### src/rtl/dmem_pkg.sv
// dmem_pkg: shared types and helpers for the data memory / load-store unit.
//   size_e      : access size encoding (2'b11 is reserved and handled as a word)
//   state_e     : clear/run sequencer states
//   lane_mask   : byte-lane write enables for a given size and low address
//   is_misaligned, align_lo : misalignment detection and align-down of addr[1:0]
package dmem_pkg;

    typedef enum logic [1:0] {
        SZ_B = 2'b00,
        SZ_H = 2'b01,
        SZ_W = 2'b10
    } size_e;

    typedef enum logic {
        ST_CLEAR = 1'b0,
        ST_RUN   = 1'b1
    } state_e;

    function automatic logic [3:0] lane_mask(input logic [1:0] size, input logic [1:0] lo);
        logic [3:0] m;
        case (size)
            SZ_B: begin
                case (lo)
                    2'd0:    m = 4'b0001;
                    2'd1:    m = 4'b0010;
                    2'd2:    m = 4'b0100;
                    default: m = 4'b1000;
                endcase
            end
            SZ_H:    m = lo[1] ? 4'b1100 : 4'b0011;
            default: m = 4'b1111;
        endcase
        return m;
    endfunction

    function automatic logic is_misaligned(input logic [1:0] size, input logic [1:0] lo);
        logic r;
        case (size)
            SZ_B:    r = 1'b0;
            SZ_H:    r = lo[0];
            default: r = (lo != 2'b00);
        endcase
        return r;
    endfunction

    function automatic logic [1:0] align_lo(input logic [1:0] size, input logic [1:0] lo);
        logic [1:0] r;
        case (size)
            SZ_B:    r = lo;
            SZ_H:    r = {lo[1], 1'b0};
            default: r = 2'b00;
        endcase
        return r;
    endfunction

endpackage

### src/rtl/data_mem_lsu_if.sv
// data_mem_lsu_if: request/response bundle between the MEM stage and the data memory.
//   master drives : req, we, size, lu, aluout, store_data
//   slave drives  : ready, rvalid, read_data, wack, fault
interface data_mem_lsu_if #(
    parameter int unsigned ADDR_W = 32
);
    logic              req;
    logic              we;
    logic [1:0]        size;
    logic              lu;
    logic [ADDR_W-1:0] aluout;
    logic [31:0]       store_data;
    logic              ready;
    logic              rvalid;
    logic [31:0]       read_data;
    logic              wack;
    logic              fault;

    modport master (
        output req, we, size, lu, aluout, store_data,
        input  ready, rvalid, read_data, wack, fault
    );

    modport slave (
        input  req, we, size, lu, aluout, store_data,
        output ready, rvalid, read_data, wack, fault
    );
endinterface

### src/rtl/dmem_extend.sv
// dmem_extend: combinational load-lane extraction and sign/zero extension.
//   size      in  2  : access size (reserved 2'b11 behaves as word)
//   lu        in  1  : 1 = zero-extend, 0 = sign-extend
//   addr_lo   in  2  : byte offset within the word (already aligned for half/word)
//   raw       in  32 : full memory word
//   read_data out 32 : extended result
module dmem_extend
    import dmem_pkg::*;
(
    input  logic [1:0]  size,
    input  logic        lu,
    input  logic [1:0]  addr_lo,
    input  logic [31:0] raw,
    output logic [31:0] read_data
);

    logic [7:0]  b;
    logic [15:0] h;

    always_comb begin
        case (addr_lo)
            2'd0:    b = raw[7:0];
            2'd1:    b = raw[15:8];
            2'd2:    b = raw[23:16];
            default: b = raw[31:24];
        endcase
        h = addr_lo[1] ? raw[31:16] : raw[15:0];

        case (size)
            SZ_B:    read_data = lu ? {24'h0, b} : {{24{b[7]}}, b};
            SZ_H:    read_data = lu ? {16'h0, h} : {{16{h[15]}}, h};
            default: read_data = raw;
        endcase
    end

endmodule

### src/rtl/data_mem_lsu.sv
// data_mem_lsu: DEPTH x 32-bit data memory with byte/half/word load-store unit.
// After reset a sequencer zeroes every word (CLEAR) before accepting requests (RUN).
// Loads and stores complete with one-cycle latency; fully pipelined.
//   clk, rst      : clock, asynchronous active-high reset
//   bus (slave)   : req/we/size/lu/aluout/store_data in; ready/rvalid/read_data/wack/fault out
//   branch, zero  : branch control and ALU zero flag
//   pcsrc         : branch & zero (combinational, independent of reset)
// Optional macro DMEM_MISALIGN_TRAP_EN: misaligned accesses are suppressed and flagged
// on fault; otherwise they are aligned down and fault stays 0.
module data_mem_lsu
    import dmem_pkg::*;
#(
    parameter int unsigned DEPTH  = 32,
    parameter int unsigned ADDR_W = 32
) (
    input  logic           clk,
    input  logic           rst,
    data_mem_lsu_if.slave  bus,
    input  logic           branch,
    input  logic           zero,
    output logic           pcsrc
);

    localparam int unsigned IDX_W = $clog2(DEPTH);

    state_e            state_q, state_d;
    logic [IDX_W-1:0]  cnt_q, cnt_d;

    logic [31:0]       mem [DEPTH];

    logic [ADDR_W-1:0] addr;
    logic [IDX_W-1:0]  idx;
    logic [1:0]        lo;
    logic              drop;
    logic              accept;
    logic              unused_addr;

    logic              wr_en;
    logic [IDX_W-1:0]  wr_idx;
    logic [3:0]        wr_be;
    logic [31:0]       wr_data;

    logic              rvalid_q, wack_q;
    logic [31:0]       raw_q;
    logic [1:0]        sz_q;
    logic              lu_q;
    logic [1:0]        lo_q;

    assign pcsrc       = branch & zero;

    assign addr        = bus.aluout;
    assign idx         = addr[IDX_W+1:2];
    assign unused_addr = ^addr;
    assign accept      = (state_q == ST_RUN) && bus.req;
    assign bus.ready   = (state_q == ST_RUN);

`ifdef DMEM_MISALIGN_TRAP_EN
    assign lo   = addr[1:0];
    assign drop = is_misaligned(bus.size, addr[1:0]);
`else
    assign lo   = align_lo(bus.size, addr[1:0]);
    assign drop = 1'b0;
`endif

    // Clear sequencer
    always_ff @(posedge clk or posedge rst) begin
        if (rst) begin
            state_q <= ST_CLEAR;
            cnt_q   <= '0;
        end else begin
            state_q <= state_d;
            cnt_q   <= cnt_d;
        end
    end

    always_comb begin
        state_d = state_q;
        cnt_d   = cnt_q;
        if (state_q == ST_CLEAR) begin
            cnt_d = cnt_q + 1'b1;
            if (cnt_q == IDX_W'(DEPTH - 1)) begin
                state_d = ST_RUN;
            end
        end
    end

    // Single write port shared by the clear sequencer and stores. Store data is
    // replicated across lanes so the byte-enable mask alone picks the target lane.
    always_comb begin
        wr_en   = 1'b0;
        wr_idx  = idx;
        wr_be   = '0;
        case (bus.size)
            SZ_B:    wr_data = {4{bus.store_data[7:0]}};
            SZ_H:    wr_data = {2{bus.store_data[15:0]}};
            default: wr_data = bus.store_data;
        endcase
        if (state_q == ST_CLEAR) begin
            wr_en   = 1'b1;
            wr_idx  = cnt_q;
            wr_be   = '1;
            wr_data = '0;
        end else if (accept && bus.we && !drop) begin
            wr_en = 1'b1;
            wr_be = lane_mask(bus.size, lo);
        end
    end

    always_ff @(posedge clk) begin
        if (wr_en) begin
            for (int unsigned b = 0; b < 4; b++) begin
                if (wr_be[b]) begin
                    mem[wr_idx][8*b +: 8] <= wr_data[8*b +: 8];
                end
            end
        end
    end

    // Load capture: the raw word and access attributes are held until the next
    // load, so read_data stays stable between rvalid pulses. A store at edge N is
    // already in mem when a load at edge N+1 samples it.
    always_ff @(posedge clk or posedge rst) begin
        if (rst) begin
            rvalid_q <= 1'b0;
            wack_q   <= 1'b0;
            raw_q    <= '0;
            sz_q     <= '0;
            lu_q     <= 1'b0;
            lo_q     <= '0;
        end else begin
            rvalid_q <= accept && !bus.we;
            wack_q   <= accept && bus.we;
            if (accept && !bus.we) begin
                raw_q <= drop ? '0 : mem[idx];
                sz_q  <= bus.size;
                lu_q  <= bus.lu;
                lo_q  <= lo;
            end
        end
    end

`ifdef DMEM_MISALIGN_TRAP_EN
    logic fault_q;
    always_ff @(posedge clk or posedge rst) begin
        if (rst) begin
            fault_q <= 1'b0;
        end else begin
            fault_q <= accept && drop;
        end
    end
    assign bus.fault = fault_q;
`else
    assign bus.fault = 1'b0;
`endif

    assign bus.rvalid = rvalid_q;
    assign bus.wack   = wack_q;

    dmem_extend u_extend (
        .size      (sz_q),
        .lu        (lu_q),
        .addr_lo   (lo_q),
        .raw       (raw_q),
        .read_data (bus.read_data)
    );

endmodule
### src/flat_wrapper.sv
// flat-port wrapper written by rule: the top's interface ports become plain ports
module data_mem_lsu_flat import dmem_pkg::*;
#(
    parameter int unsigned DEPTH  = 32,
    parameter int unsigned ADDR_W = 32
)
  (clk, rst, branch, zero, pcsrc, bus_req, bus_we, bus_size, bus_lu, bus_aluout, bus_store_data, bus_ready, bus_rvalid, bus_read_data, bus_wack, bus_fault);
  data_mem_lsu_if #(.ADDR_W(ADDR_W)) bus_i ();
  input  logic clk;
  input  logic rst;
  input  logic branch;
  input  logic zero;
  output logic pcsrc;
  input wire logic [$bits(bus_i.req)-1:0] bus_req;
  input wire logic [$bits(bus_i.we)-1:0] bus_we;
  input wire logic [$bits(bus_i.size)-1:0] bus_size;
  input wire logic [$bits(bus_i.lu)-1:0] bus_lu;
  input wire logic [$bits(bus_i.aluout)-1:0] bus_aluout;
  input wire logic [$bits(bus_i.store_data)-1:0] bus_store_data;
  output wire logic [$bits(bus_i.ready)-1:0] bus_ready;
  output wire logic [$bits(bus_i.rvalid)-1:0] bus_rvalid;
  output wire logic [$bits(bus_i.read_data)-1:0] bus_read_data;
  output wire logic [$bits(bus_i.wack)-1:0] bus_wack;
  output wire logic [$bits(bus_i.fault)-1:0] bus_fault;
  assign bus_i.req = bus_req;
  assign bus_i.we = bus_we;
  assign bus_i.size = bus_size;
  assign bus_i.lu = bus_lu;
  assign bus_i.aluout = bus_aluout;
  assign bus_i.store_data = bus_store_data;
  assign bus_ready = bus_i.ready;
  assign bus_rvalid = bus_i.rvalid;
  assign bus_read_data = bus_i.read_data;
  assign bus_wack = bus_i.wack;
  assign bus_fault = bus_i.fault;
  data_mem_lsu #(.DEPTH(DEPTH), .ADDR_W(ADDR_W)) u_core (.clk(clk), .rst(rst), .bus(bus_i), .branch(branch), .zero(zero), .pcsrc(pcsrc));
endmodule
### config.mk
export PLATFORM = sky130hd
export DESIGN_NAME = data_mem_lsu_flat
export DESIGN_NICKNAME = d
export VERILOG_FILES = /design/src/rtl/dmem_pkg.sv /design/src/rtl/data_mem_lsu_if.sv /design/src/rtl/dmem_extend.sv /design/src/rtl/data_mem_lsu.sv /design/src/flat_wrapper.sv
export SDC_FILE = /design/constraint.sdc
export NUM_CORES = 1
export LEC_CHECK = 0
export ABC_AREA = 0
export CAP_MARGIN = 20
export CORE_UTILIZATION = 40
export DETAILED_ROUTE_END_ITERATION = 8
export GPL_TIMING_DRIVEN = 0
export PLACE_DENSITY = 0.57
export SLEW_MARGIN = 10
export SYNTH_ARGS = -nofsm -noshare
export SYNTH_HDL_FRONTEND = slang
export SYNTH_SLANG_ARGS = --single-unit
### constraint.sdc
create_clock -name clk -period 3.33 [get_ports clk]
set_clock_uncertainty 0.15 [all_clocks]
set_input_delay 0.333 -clock clk [delete_from_list [all_inputs] [get_ports clk]]
set_output_delay 0.333 -clock clk [all_outputs]
set_load 0.02 [all_outputs]
==> impl_metrics.csv <==
group,metric,value,unit
clock_network,htreeDepth,3,
detailed_routing,viasPerCell,6.117,
detailed_routing,first_pass_iters,8,
synthesis,synth.cell_area,43820,µm²
critical_path,critPathKind,"reg2reg",
placement,dp_hpwl,106100,µm
critical_path,r2r-end,"u_core.mem[9][5]",
layout,drive_above_1_share,22.49,%
synthesis,async_flop_share,4.210,%
layout,regArea,31880,µm²
layout,fillers,9046,
critical_path,ff2ff_path_depth,6,
layout,stdcell_area,52560,µm²
synthesis,synth-warning-count,0,
timing,setup_viol,208,
synthesis,ys_types,46,
die,fp.dieArea,110900,µm²
clock_network,clock_latency,0.71,ns
synthesis,synth-seq-area-share,72.74,%
timing,fin_crit,3.434,ns
synthesis,synthCells,2560,
synthesis,ys_ff_latch,1069,
timing,fmax,291.2,MHz
clock_network,cts_tree,"built",
global_routing,track_usage,26.69,%
placement,place_worst_setup_slack,-0.7935,ns
detailed_routing,drt_iter0_drc,3435,
critical_path,cp_max_fo,10,
pwr,peakVddDrop,396.4,µV
placement,gp_congestion,0.9920,
die,io_pins,110,
die,chipHeight,333.0,µm
detailed_routing,via_count,26880,
critical_path,cp_data_required_time,3.62,ns
synthesis,ys_top_cells_by_area,"edfxtp_1 70%, mux2i_1 12%, dfrtp_1 2.6%, a22oi_1 2.2%, a221oi_2 2.1%",
synthesis,avgSynthCellArea,17.12,µm²
layout,syn_to_final_growth,19.94,%
critical_path,rr_startpoint,"u_core.bus.ready",
timing,fin_crit_sh,103.1,%
synthesis,synth_edf_count,1024,
critical_path,startpoint_type,"register",
synthesis,synth_most_common_cell,"edfxtp_1",
clock_network,cts.path.max_buffers,3,
global_routing,grt_overflow,0,
pwr,leakagePower,19.02,nW
global_routing,grt_max_degree,33,
synthesis,yosysTopAreaCellShare,70.17,%
global_routing,grt_use_met3,7.445,%
clock_network,cts_buffers,111,
pwr,power_density,582.9,nW/µm²
global_routing,grt_pass1_vias,25810,
critical_path,crit_arrival,3.73,ns
layout,nets,2953,
timing,rsz0062_at_grt,"true",
clock_network,cts.sinks,1069,
global_routing,use_met2,39.93,%
die,start_util,40.32,%
die,coreArea,108700,µm²
layout,multiInputGateArea,11980,µm²
timing,relSlewSlack,16.75,%
timing,hold_viol_final,0,
die,die_w,333.0,µm
clock_network,cts_root_buf,"clkbuf_16",
critical_path,startpoint,"u_core.bus.ready",
outcome,violations,"negative setup slack",
synthesis,synth_commonest_cells,"1,024 x edfxtp_1, 539 x mux2i_1, 129 x a22oi_1, 103 x nor3_1, 81 x clkbuf_1",
detailed_routing,ant_nets,0,
flow_run,maxCapViolCount,0,
timing,setup_ws,-0.1041,ns
layout,stdcell_count,4394,
placement,placed_area,48100,µm²
detailed_routing,wl_per_cell,34.31,µm
critical_path,crit_end,"u_core.mem[9][5]",
worst_hold_path,worstHoldPathType,"in2reg",
global_routing,top_usage_layer,"met2",
critical_path,r2r_slack,-0.10,ns
pwr,power,30.64,mW
detailed_routing,totalWireLength,150800,µm
clock_network,clkTransAtPathRegs,0.06,ns
placement,portBuffers,82,
global_routing,gr-usage-met1,36.35,%
synthesis,syn-num-nets,2635,
timing,slew_violations,0,
synthesis,synth_ff_type,"edfxtp_1",
detailed_routing,route.detailed.drc,0,
global_routing,antenna_found_initial,6,
outcome,status,"complete, but fails checks",
critical_path,end_kind,"register",
synthesis,synth.largest_area_cell,"edfxtp_1",
placement,place.detailed.instances,4162,
timing,worst_pin_slew,1.249,ns
global_routing,grt_pass1_wl,204400,µm
die,fp-row-count,121,
==> through the flow <==
stage	hold slack [ns]	util [%]	TNS, ns
final	0.1730	48.35	-8.882
after global routing	0.2126	48.34	-2.470
after CTS	0.1230	48.06	-1.912
after detailed placement	0.3831	44.25	-532.77
after global placement	0.3792	42.70	-1938.19
after floorplan	0.2884	-	0
==> final cells by class <==
cell class                      instances  share of cell area [%]
Antenna cell                            5                 0.02380
Buffer                                187                   1.990
Clock buffer                          144                   5.777
Clock inverter                         66                   1.290
Inverter                                7                 0.04999
Multi-Input combinational cell       1299                   22.80
Sequential cell                      1069                   60.65
Tap cell                             1414                   3.366
Timing Repair Buffer                  203                   4.061
==> kinds of logic (layout without fill, tap and decap cells) <==
kind of cell             after synthesis  in the layout  share of synthesized area, %
other                                  1              6                      0.008557
AND/OR/NAND/NOR                      286            288                         3.078
flip-flops                          1069           1069                         72.74
multiplexers                         545            545                         12.47
buffers and inverters                195            607                         2.384
AO/OA/AOI/OAI                        459            460                         9.211
XOR/XNOR                               3              3                       0.05997
adder cells (fa/ha/maj)                2              2                       0.05709
==> timing repair <==
item | 4_1_cts | 5_1_grt
endpoints found under the hold margin | 17 | 0
cloned | 3 | 0
buffers inserted | 7 | 3
resized for setup | 127 | 58
hold buffers | 1 | 0
pin swaps | 10 | 7
endpoints found under the setup margin | 764 | 424
==> critical path, cell delays in order (launching register included) <==
cell and delay [ns]:
dfrtp_1 0.46, buf_2 0.27, o32a_1 0.16, clkbuf_1 0.64
clkbuf_1 0.98, nor3_2 0.23, buf_2 0.25
==> worst min path at each step <==
stage / startpoint / endpoint / slack, ns / cells past startpoint
after floorplan: bus_lu / u_core.lu_q / 0.29 / 2
after global routing: bus_aluout[0] / u_core.lo_q[0] / 0.21 / 3
final: bus_aluout[0] / u_core.lo_q[0] / 0.17 / 3
after global placement: u_core.cnt_q[2] / u_core.cnt_q[2] / 0.38 / 1
after CTS: bus_aluout[0] / u_core.lo_q[0] / 0.12 / 3
after detailed placement: u_core.cnt_q[2] / u_core.cnt_q[2] / 0.38 / 1
==> flip-flops by register name (all words and copies together) (netlist names) <==
register / flops
u_core.lu_q: 1
u_core.bus.ready: 1
u_core.sz_q: 2
u_core.cnt_q: 5
u_core.raw_q: 32
u_core.bus.wack: 1
u_core.lo_q: 2
u_core.mem: 1024
u_core.bus.rvalid: 1
==> power by group <==
| part | leakage (nW) | internal (mW) | switching, mW |
|---|---|---|---|
| registers | 9.92 | 14.9 | 0.196 |
| logic | 7.28 | 0.910 | 1.96 |
| clock network | 1.82 | 7.49 | 5.18 |
==> cell usage in the layout (no fill, tap or decap), drive strengths merged, types with 2 or more instances in the layout <==
cell type      instances
dfrtp                 45
mux2                   6
clkdlybuf4s15          2
a21o                  18
o21ai                 19
and3                   2
nor3                 103
edfxtp              1024
a22o                  64
clkinv                47
and2                  20
a221oi                64
a22oi                129
dlymetal6s2s           7
nand3                  4
nor2b                 15
dlygate4sd2           19
bufinv                14
nand2                 80
ha                     2
a221o                 11
xnor2                  3
nand2b                 4
diode                  5
inv                   10
nand3b                 3
nor2                  45
clkbuf               226
buf                  228
mux2i                539
clkinvlp               2
or2                   10
o22ai                 32
o41ai                 32
clkdlybuf4s50         51
a21oi                 72
a21boi                 9
a31oi                  6
==> metal layers <==
layer  vias up  share of wire, %
li1      10950                 -
met1     13770                40
met2      1785                44
met3       363                12
met4         6               4.9
met5         -              0.11
No activity file was read; power rests on OpenSTA's default activity.
